[src/rtl/ndc_to_screen.sv]
// Viewport stage: fp32 NDC (x,y,z) -> screen pixel (px,py) and unsigned depth.
// Define NDC_CLIP_FLAG_EN to drive 'clipped' from the per-coordinate out-of-range flags.
module ndc_to_screen #(
  parameter int SCREEN_W   = 640,
  parameter int SCREEN_H   = 480,
  parameter int DEPTH_BITS = 16
) (
  input  logic                        clk,
  input  logic                        reset,
  input  logic                        start,
  input  logic [31:0]                 x,
  input  logic [31:0]                 y,
  input  logic [31:0]                 z,
  output logic                        busy,
  output logic [$clog2(SCREEN_W)-1:0] px,
  output logic [$clog2(SCREEN_H)-1:0] py,
  output logic [DEPTH_BITS-1:0]       depth,
  output logic                        clipped,
  output logic                        done
);
  localparam int PXW = $clog2(SCREEN_W);
  localparam int PYW = $clog2(SCREEN_H);
  localparam int MW0 = (PXW > PYW) ? PXW : PYW;
  localparam int MW  = (MW0 > DEPTH_BITS) ? MW0 : DEPTH_BITS;
  localparam int PW  = 19 + MW;

  localparam logic [2:0] S_IDLE   = 3'd0;
  localparam logic [2:0] S_CONV_X = 3'd1;
  localparam logic [2:0] S_CONV_Y = 3'd2;
  localparam logic [2:0] S_CONV_Z = 3'd3;
  localparam logic [2:0] S_MAP    = 3'd4;
  localparam logic [2:0] S_DONE   = 3'd5;

  // Returns {out_of_range, q[17:0]} with q in signed Q2.16, clamped to [-1.0, +1.0].
  function automatic logic [18:0] fp_to_q(input logic [31:0] f);
    logic [7:0]  e;
    logic [23:0] m;
    logic [7:0]  sh;
    logic [16:0] mag;
    logic        oor;
    e   = f[30:23];
    m   = {1'b1, f[22:0]};
    sh  = 8'd0;
    mag = '0;
    oor = 1'b0;
    if (e == 8'd0) begin
      mag = '0;
    end else if (e == 8'hff && f[22:0] != 23'd0) begin
      oor = 1'b1;
    end else if (e >= 8'd128) begin
      mag = 17'h1ffff;
      oor = 1'b1;
    end else begin
      // value*2^16 = m * 2^(e-134); e<=127 so this is always a right shift
      sh  = 8'd134 - e;
      mag = 17'(m >> sh);
    end
    if (mag > 17'd65536) begin
      mag = 17'd65536;
      oor = 1'b1;
    end
    return {oor, f[31] ? -{1'b0, mag} : {1'b0, mag}};
  endfunction

  logic [2:0]            state_q, state_d;
  logic [31:0]           xr_q, xr_d, yr_q, yr_d, zr_q, zr_d;
  logic [17:0]           qx_q, qx_d, qy_q, qy_d, qz_q, qz_d;
  logic [PXW-1:0]        mpx_q, mpx_d, px_q, px_d;
  logic [PYW-1:0]        mpy_q, mpy_d, py_q, py_d;
  logic [DEPTH_BITS-1:0] mdep_q, mdep_d, depth_q, depth_d;
  logic                  busy_q, busy_d, done_q, done_d;
  logic [18:0]           cv;
  logic [17:0]           ux, uy, uz;
  logic [PW-1:0]         prod_x, prod_y, prod_z, sx, sy;

  assign cv = fp_to_q((state_q == S_CONV_X) ? xr_q : (state_q == S_CONV_Y) ? yr_q : zr_q);

  // Offsets are taken modulo 2^18; clamped q keeps them within [0, 2^17].
  assign ux     = qx_q + 18'd65536;
  assign uy     = 18'd65536 - qy_q;
  assign uz     = qz_q + 18'd65536;
  assign prod_x = PW'(ux) * PW'(SCREEN_W);
  assign prod_y = PW'(uy) * PW'(SCREEN_H);
  assign prod_z = PW'(uz) * PW'((2 ** DEPTH_BITS) - 1);
  assign sx     = prod_x >> 17;
  assign sy     = prod_y >> 17;

`ifdef NDC_CLIP_FLAG_EN
  logic oor_q, oor_d, clipped_q, clipped_d;
  assign clipped = clipped_q;
`else
  logic unused_oor;
  assign unused_oor = cv[18];
  assign clipped    = 1'b0;
`endif

  always_comb begin
    state_d = state_q;
    xr_d    = xr_q;
    yr_d    = yr_q;
    zr_d    = zr_q;
    qx_d    = qx_q;
    qy_d    = qy_q;
    qz_d    = qz_q;
    mpx_d   = mpx_q;
    mpy_d   = mpy_q;
    mdep_d  = mdep_q;
    px_d    = px_q;
    py_d    = py_q;
    depth_d = depth_q;
    busy_d  = (state_q != S_IDLE) || start;
    done_d  = (state_q == S_DONE);
`ifdef NDC_CLIP_FLAG_EN
    oor_d     = oor_q;
    clipped_d = clipped_q;
`endif
    case (state_q)
      S_IDLE: if (start) begin
        xr_d    = x;
        yr_d    = y;
        zr_d    = z;
        state_d = S_CONV_X;
      end
      S_CONV_X: begin
        qx_d    = cv[17:0];
        state_d = S_CONV_Y;
`ifdef NDC_CLIP_FLAG_EN
        oor_d   = cv[18];
`endif
      end
      S_CONV_Y: begin
        qy_d    = cv[17:0];
        state_d = S_CONV_Z;
`ifdef NDC_CLIP_FLAG_EN
        oor_d   = oor_q | cv[18];
`endif
      end
      S_CONV_Z: begin
        qz_d    = cv[17:0];
        state_d = S_MAP;
`ifdef NDC_CLIP_FLAG_EN
        oor_d   = oor_q | cv[18];
`endif
      end
      S_MAP: begin
        mpx_d   = (sx > PW'(SCREEN_W - 1)) ? PXW'(SCREEN_W - 1) : sx[PXW-1:0];
        mpy_d   = (sy > PW'(SCREEN_H - 1)) ? PYW'(SCREEN_H - 1) : sy[PYW-1:0];
        mdep_d  = DEPTH_BITS'(prod_z >> 17);
        state_d = S_DONE;
      end
      S_DONE: begin
        px_d    = mpx_q;
        py_d    = mpy_q;
        depth_d = mdep_q;
        state_d = S_IDLE;
`ifdef NDC_CLIP_FLAG_EN
        clipped_d = oor_q;
`endif
      end
      default: state_d = S_IDLE;
    endcase
  end

  always_ff @(posedge clk or posedge reset) begin
    if (reset) begin
      state_q <= S_IDLE;
      xr_q    <= '0;
      yr_q    <= '0;
      zr_q    <= '0;
      qx_q    <= '0;
      qy_q    <= '0;
      qz_q    <= '0;
      mpx_q   <= '0;
      mpy_q   <= '0;
      mdep_q  <= '0;
      px_q    <= '0;
      py_q    <= '0;
      depth_q <= '0;
      busy_q  <= 1'b0;
      done_q  <= 1'b0;
`ifdef NDC_CLIP_FLAG_EN
      oor_q     <= 1'b0;
      clipped_q <= 1'b0;
`endif
    end else begin
      state_q <= state_d;
      xr_q    <= xr_d;
      yr_q    <= yr_d;
      zr_q    <= zr_d;
      qx_q    <= qx_d;
      qy_q    <= qy_d;
      qz_q    <= qz_d;
      mpx_q   <= mpx_d;
      mpy_q   <= mpy_d;
      mdep_q  <= mdep_d;
      px_q    <= px_d;
      py_q    <= py_d;
      depth_q <= depth_d;
      busy_q  <= busy_d;
      done_q  <= done_d;
`ifdef NDC_CLIP_FLAG_EN
      oor_q     <= oor_d;
      clipped_q <= clipped_d;
`endif
    end
  end

  assign busy  = busy_q;
  assign done  = done_q;
  assign px    = px_q;
  assign py    = py_q;
  assign depth = depth_q;
endmodule

[config.mk]
export PLATFORM = sky130hd
export DESIGN_NAME = ndc_to_screen
export DESIGN_NICKNAME = d
export VERILOG_FILES = /design/src/rtl/ndc_to_screen.sv
export SDC_FILE = /design/constraint.sdc
export NUM_CORES = 1
export LEC_CHECK = 0
export ABC_AREA = 1
export BUFFER_PORTS_ARGS = -buffer_cell sky130_fd_sc_hd__buf_2
export CAP_MARGIN = 20
export CORE_ASPECT_RATIO = 1.1
export CORE_MARGIN = 4
export CORE_UTILIZATION = 62
export CTS_CLUSTER_SIZE = 16
export DETAILED_ROUTE_END_ITERATION = 8
export GPL_TIMING_DRIVEN = 0
export PLACE_DENSITY = 0.86
export SETUP_SLACK_MARGIN = 0.2
export SYNTH_ARGS = -nofsm -noshare
export SYNTH_HDL_FRONTEND = slang
export SYNTH_SLANG_ARGS = --single-unit
[constraint.sdc]
create_clock -name clk -period 7.61 [get_ports clk]
set_input_delay 0.761 -clock clk [delete_from_list [all_inputs] [get_ports clk]]
set_output_delay 0.761 -clock clk [all_outputs]
set_load 0.02 [all_outputs]
# Word-level counts from Yosys, hierarchy flattened
# Index checks and enable logic that the tools add are counted.
# Widths: inputs -> output; s select.
[word_totals]
reg_bits = 225
inputBits = 99
output_inout_bits = 38
wordCells = 53
[classes]
add_sub_neg = 5
multipliers = 3
magnitude_cmp = 4
n_eq_ne = 7
shift = 1
n_mux = 11
n_reduce_logical = 7
[op_table]
columns = ["operator", "count"]
rows = [
  ["$mux 17", 4],
  ["$mux 32", 2],
  ["$add 18x17->18 const B", 2],
  ["$mul 18x16->33 const B", 1],
  ["$shr 24x8->17", 1],
  ["$reduce_bool 23->1", 1],
  ["$mul 18x4->22 const B", 1],
  ["$mul 18x3->21 const B", 1],
  ["$mux 18", 1],
  ["$neg 17->18", 1],
  ["$sub 17x18->18 const A", 1],
  ["$gt 17x17->1 const B", 1],
  ["$pmux 3 s5", 1],
  ["$gt 11x10->1 const B", 1],
  ["$gt 10x9->1 const B", 1],
  ["$mux 10", 1],
  ["$mux 9", 1],
  ["$eq 8x8->1 const B", 1],
  ["$ge 8x8->1 const B", 1],
  ["$logic_not 8->1", 1],
  ["$sub 8x8->8 const A", 1],
  ["$eq 3x2->1 const B", 2],
  ["$eq 3x3->1 const B", 2],
  ["$eq 3x1->1 const B", 1],
  ["7 further kinds", 7],
]

# Logic depth before layout (Yosys ltp)
[logic_depth]
word_depth = 12
depth_mapped = 41
ltp_nobuf = 38

# Least setup slack after synthesis
# OpenSTA, ideal clock, no wires.
[synth_path]
kind = "register -> register"
from = "register qz_q[16]"
to = "register mdep_q[12]"
setup_time_ns = 0.133
arrival_time_ns = 5.565
t_required_ns = 7.477
slack_ns = 1.912
stages_incl_launch_ff = 23
path_buffers = 0
period_less_slack_ns = 5.698
path_cell_list = "dfrtp_1 > inv_1 > ha_1 > xnor2_1 > xor2_1 > inv_1 > fa_1 > fa_1 > fa_1 > fa_1 > fa_1 > ha_1 > nand2_1 > nor2_1 > a211oi_1 > o21ai_0 > inv_1 > o21ai_0 > a31oi_1 > o31ai_1 > or2_2 > nand3_1 > o21ai_0"
[synth_between]
elab_chain_cells = 2
[synth_rtl]
columns = ["item", "line_no", "text"]
rows = [
  ["start, declared", "67", "logic [17:0] qx_q, qx_d, qy_q, qy_d, qz_q, qz_d;"],
  ["start signal, assigned", "192", "qz_q <= qz_d;"],
  ["$add 18x17->18", "81", "assign uz = qz_q + 18'd65536;"],
  ["$mul 18x16->33", "84", "assign prod_z = PW'(uz) * PW'((2 ** DEPTH_BITS) - 1);"],
  ["end signal, assigned", "195", "mdep_q <= mdep_d;"],
  ["end, declared", "70", "logic [DEPTH_BITS-1:0] mdep_q, mdep_d, depth_q, depth_d;"],
]
# Every way passes these cells.
# A chain may end at the register's enable or synchronous reset.

# Worst setup path in the final report
[layout_path]
from = "register qy_q[1]"
to = "register mpy_q[1]"
[layout_between]
elab_chain_cells = 4
[layout_rtl]
columns = ["item", "line_no", "text"]
rows = [
  ["start, declared", "67", ""],
  ["start signal, assigned", "191", "qy_q <= qy_d;"],
  ["$sub 17x18->18 (*)", "80", "assign uy = 18'd65536 - qy_q;"],
  ["$mul 18x4->22 (*)", "83", "assign prod_y = PW'(uy) * PW'(SCREEN_H);"],
  ["$gt 10x9->1", "147", "mpy_d = (sy > PW'(SCREEN_H - 1)) ? PYW'(SCREEN_H - 1) : sy[PYW-1:0];"],
  ["$mux 9 (*)", "147", ""],
  ["end signal, assigned", "194", "mpy_q <= mpy_d;"],
  ["end, declared", "69", "logic [PYW-1:0] mpy_q, mpy_d, py_q, py_d;"],
]
# Every way passes the cells marked *; elsewhere a longest branch is shown, timed or not.

==> summary.md <==
| Metric | Value |
|---|---|
| Status | `complete, no violations` |
| Worst reg2reg path startpoint | `qy_q[1]` |
| GR Util All Layers | `0.316` |
| H-tree levels | `1` |
| Final worst path period need | `6.68 ns` |
| Initial core utilization | `0.628` |
| Vias per cell | `5.84` |
| CTS buffer count | `25` |
| Max cap viols | `0` |
| Fmax | `150 MHz` |
| Post-CTS Hold Buffers | `0` |
| Vias in the first global route | `17500` |
| Post-Route Utilization | `0.695` |
| Critical path launch point type | `register` |
| Critical Path End Type | `register` |
| Die area | `0.0337 mm²` |
| Cell count after synthesis | `2220` |
| Number of antenna-violating nets in the routed design | `0` |
| Final Non-Filler Cells | `2817` |
| Final Hold Fails | `0` |
| First-pass detailed-route iteration total | `5` |
| CP max stage delay | `0.53 ns` |
| CORE AREA | `0.0304 mm²` |
| Clk sink count | `225` |
| Worst skew pair latency | `0.53 ns` |
| P&R area growth vs syn | `10.7%` |
| WP data arrival | `7.14 ns` |
| Post-CTS Setup Repair Bufs | `0` |
| Antenna violations before repair | `4` |
| First-pass GRT wire length | `85800 µm` |
| DRT Wirelength | `52900 µm` |
| Critical path required time | `8.07 ns` |
| Yosys top cell area share | `0.295` |
| Seq/Total Area, Yosys | `0.295` |
| Clk buf depth | `3` |
| Post-Synthesis Net Count | `2634` |
| Starting DRT DRC Count | `1325` |
| Yosys top cell by area | `dfrtp_1` |
| Max_slew headroom | `0.265` |
| Port bufs | `135` |
| Final setup fails | `0` |
| Flops & latches, synth | `225` |
| Largest net degree at the start of global routing | `123` |
| Post-Place Cells | `2770` |
| Congestion Overflow GR | `0` |
| Layout cells sized above 1 | `0.142` |
| Root Driver | `clkbuf_16` |
| Clk slew on worst S/H paths | `0.06 ns` |
| Worst-Margin Slew | `1.09 ns` |
| Ys flop type | `dfrtp_1` |
| RSZ-0062 raised after global routing | `false` |
| Reg2reg setup slack | `0.93 ns` |
| Post-synth EDFFs | `0` |
| TNS Setup | `0 ns` |
| CP max-delay cell | `fa_1` |
| DRC | `0` |
| Avg Inst Size Synth | `8.60 µm²` |
| Ys Warns | `0` |
| Kind of critical path | `reg2reg` |
| CP most frequent cell | `inv_1` |
| Crit path max fanout | `5` |
| Die Ht | `192 µm` |
| Ranking of synthesized cells by area | `dfrtp_1, fa_1, nand2_1` |
| I/O pins | `137` |
| CTS tree | `yes` |
| Clk_skew | `0.0179 ns` |
| WL/cell | `18.8 µm` |
| Nets@finish | `2797` |
| Max-slew violation count | `0` |
| HPWL Detailed | `41800 µm` |
| Fill cell count | `2292` |
| Row count | `67` |
| Vias | `16400` |
| GPL Wtd Cong | `0.961` |
| Asr flop ratio synth | `1.00` |
| Hold Path Class | `in2async` |
| Yosys cell types | `55` |
| CP Launch Point | `qy_q[1]` |
| Final worst-path cycle share | `0.878` |
| Post-CTS Resized | `0` |
| DIE WIDTH | `175 µm` |
| Mapped Area | `0.0191 mm²` |
[layout by cell type (no fill, tap or decap), types with 3 or more instances in the layout]
| master | Yosys | routed |
|---|---|---|
| a21oi_1 | 104 | 104 |
| clkbuf_16 | 0 | 25 |
| nand2_2 | 11 | 11 |
| nand2_4 | 4 | 4 |
| o21bai_1 | 4 | 4 |
| fa_1 | 171 | 171 |
| nand2_1 | 533 | 533 |
| o22ai_1 | 4 | 4 |
| o31ai_1 | 4 | 4 |
| clkinv_1 | 4 | 4 |
| dfrtp_1 | 225 | 225 |
| buf_1 | 4 | 4 |
| clkbuf_8 | 0 | 3 |
| nor3_1 | 8 | 8 |
| or2_2 | 24 | 24 |
| clkinv_2 | 0 | 4 |
| mux2_2 | 72 | 72 |
| inv_1 | 289 | 288 |
| nand3_2 | 7 | 7 |
| inv_2 | 8 | 8 |
| nand3b_1 | 9 | 9 |
| nor2_1 | 88 | 88 |
| ha_1 | 144 | 144 |
| buf_6 | 5 | 5 |
| o21ai_1 | 21 | 21 |
| xnor2_1 | 14 | 14 |
| diode_2 | 0 | 4 |
| o211ai_1 | 9 | 9 |
| nor2_2 | 3 | 3 |
| clkbuf_1 | 48 | 53 |
| nor4_1 | 7 | 6 |
| nand3_1 | 191 | 191 |
| o21ai_0 | 88 | 88 |
| o41ai_1 | 5 | 5 |
| xor2_1 | 27 | 27 |
| buf_2 | 15 | 150 |
| a31oi_1 | 14 | 14 |
| nand4_1 | 26 | 26 |
| o21a_1 | 3 | 3 |
[path summary, 6_finish.rpt]
kind,endpoint,depth (start not counted)
hold / removal,yr_q[27],2
min in group clk,yr_q[10],2
setup reg to reg,mpy_q[1],35
max in group asynchronous,qz_q[1],3
setup / recovery,mpy_q[1],35
hold reg to reg,px[6],2
[synthesized netlist by cell type, types with 15 or more instances]
master and count:
clkbuf_1 48, dfrtp_1 225, buf_2 15, a21oi_1 104, inv_1 289, o21ai_0 88, fa_1 171, nand2_1 533
xor2_1 27, o21ai_1 21, or2_2 24, ha_1 144, nor2_1 88, nand3_1 191, nand4_1 26, mux2_2 72
[layout make-up]
class | count | area, µm² | area share
Inverter | 301 | 1140 | 0.0538
Clock inverter | 10 | 114 | 0.00538
Clock buffer | 33 | 686 | 0.0324
Sequential cell | 225 | 5630 | 0.266
Timing Repair Buffer | 136 | 703 | 0.0333
Multi-Input combinational cell | 1619 | 12000 | 0.567
Buffer | 75 | 357 | 0.0169
Tap cell | 414 | 518 | 0.0245
Antenna cell | 4 | 10.0 | 0.000473
[logic make-up after synthesis]
family	count (synthesis)	share of synthesized area
flops	225	0.295
mux	73	0.0430
compound gates	268	0.0787
other cells	1	0.000196
buf+inv	376	0.0778
simple gates	920	0.212
xor+xnor	42	0.0197
fa+ha+maj	315	0.274
[sequential cells by signal (all words and copies together) (netlist names), 16 cells and up]
signal  count
yr_q       32
zr_q       32
qy_q       18
mdep_q     16
qx_q       18
qz_q       18
depth      16
xr_q       32
[worst max-delay path, delay by kind of cell, from the launching register on]
kind                     cells  cell delay (ns)
AO/OA/AOI/OAI                9             1.61
buffers and inverters       10             0.83
adder cells (fa/ha/maj)      4             1.47
flip-flops                   1             0.40
XOR/XNOR                     1             0.49
AND/OR/NAND/NOR             11             1.82
[per-stage QoR]
stage	hold slack, ns	setup WS (ns)	cell area, µm²
detailed placement	0.458	0.965	20300
global route	0.421	0.420	21100
CTS	0.402	0.823	21100
finish	0.362	0.930	21100
floorplan	0.437	0.686	19100
global placement	0.452	-1.42	20300
[metal layers]
layer	share of wire	track usage	wire (µm)	vias up
met2	0.51	0.581	26900	787
met3	0.064	0.0484	3370	241
met4	0.064	0.169	3380	0
met5	0	0	0	-
li1	-	-	-	7511
met1	0.36	0.355	19200	7899
Power is left out: the tool's default activity adds up to more than one toggle a clock period on the data nets, which glitch-free logic cannot reach.
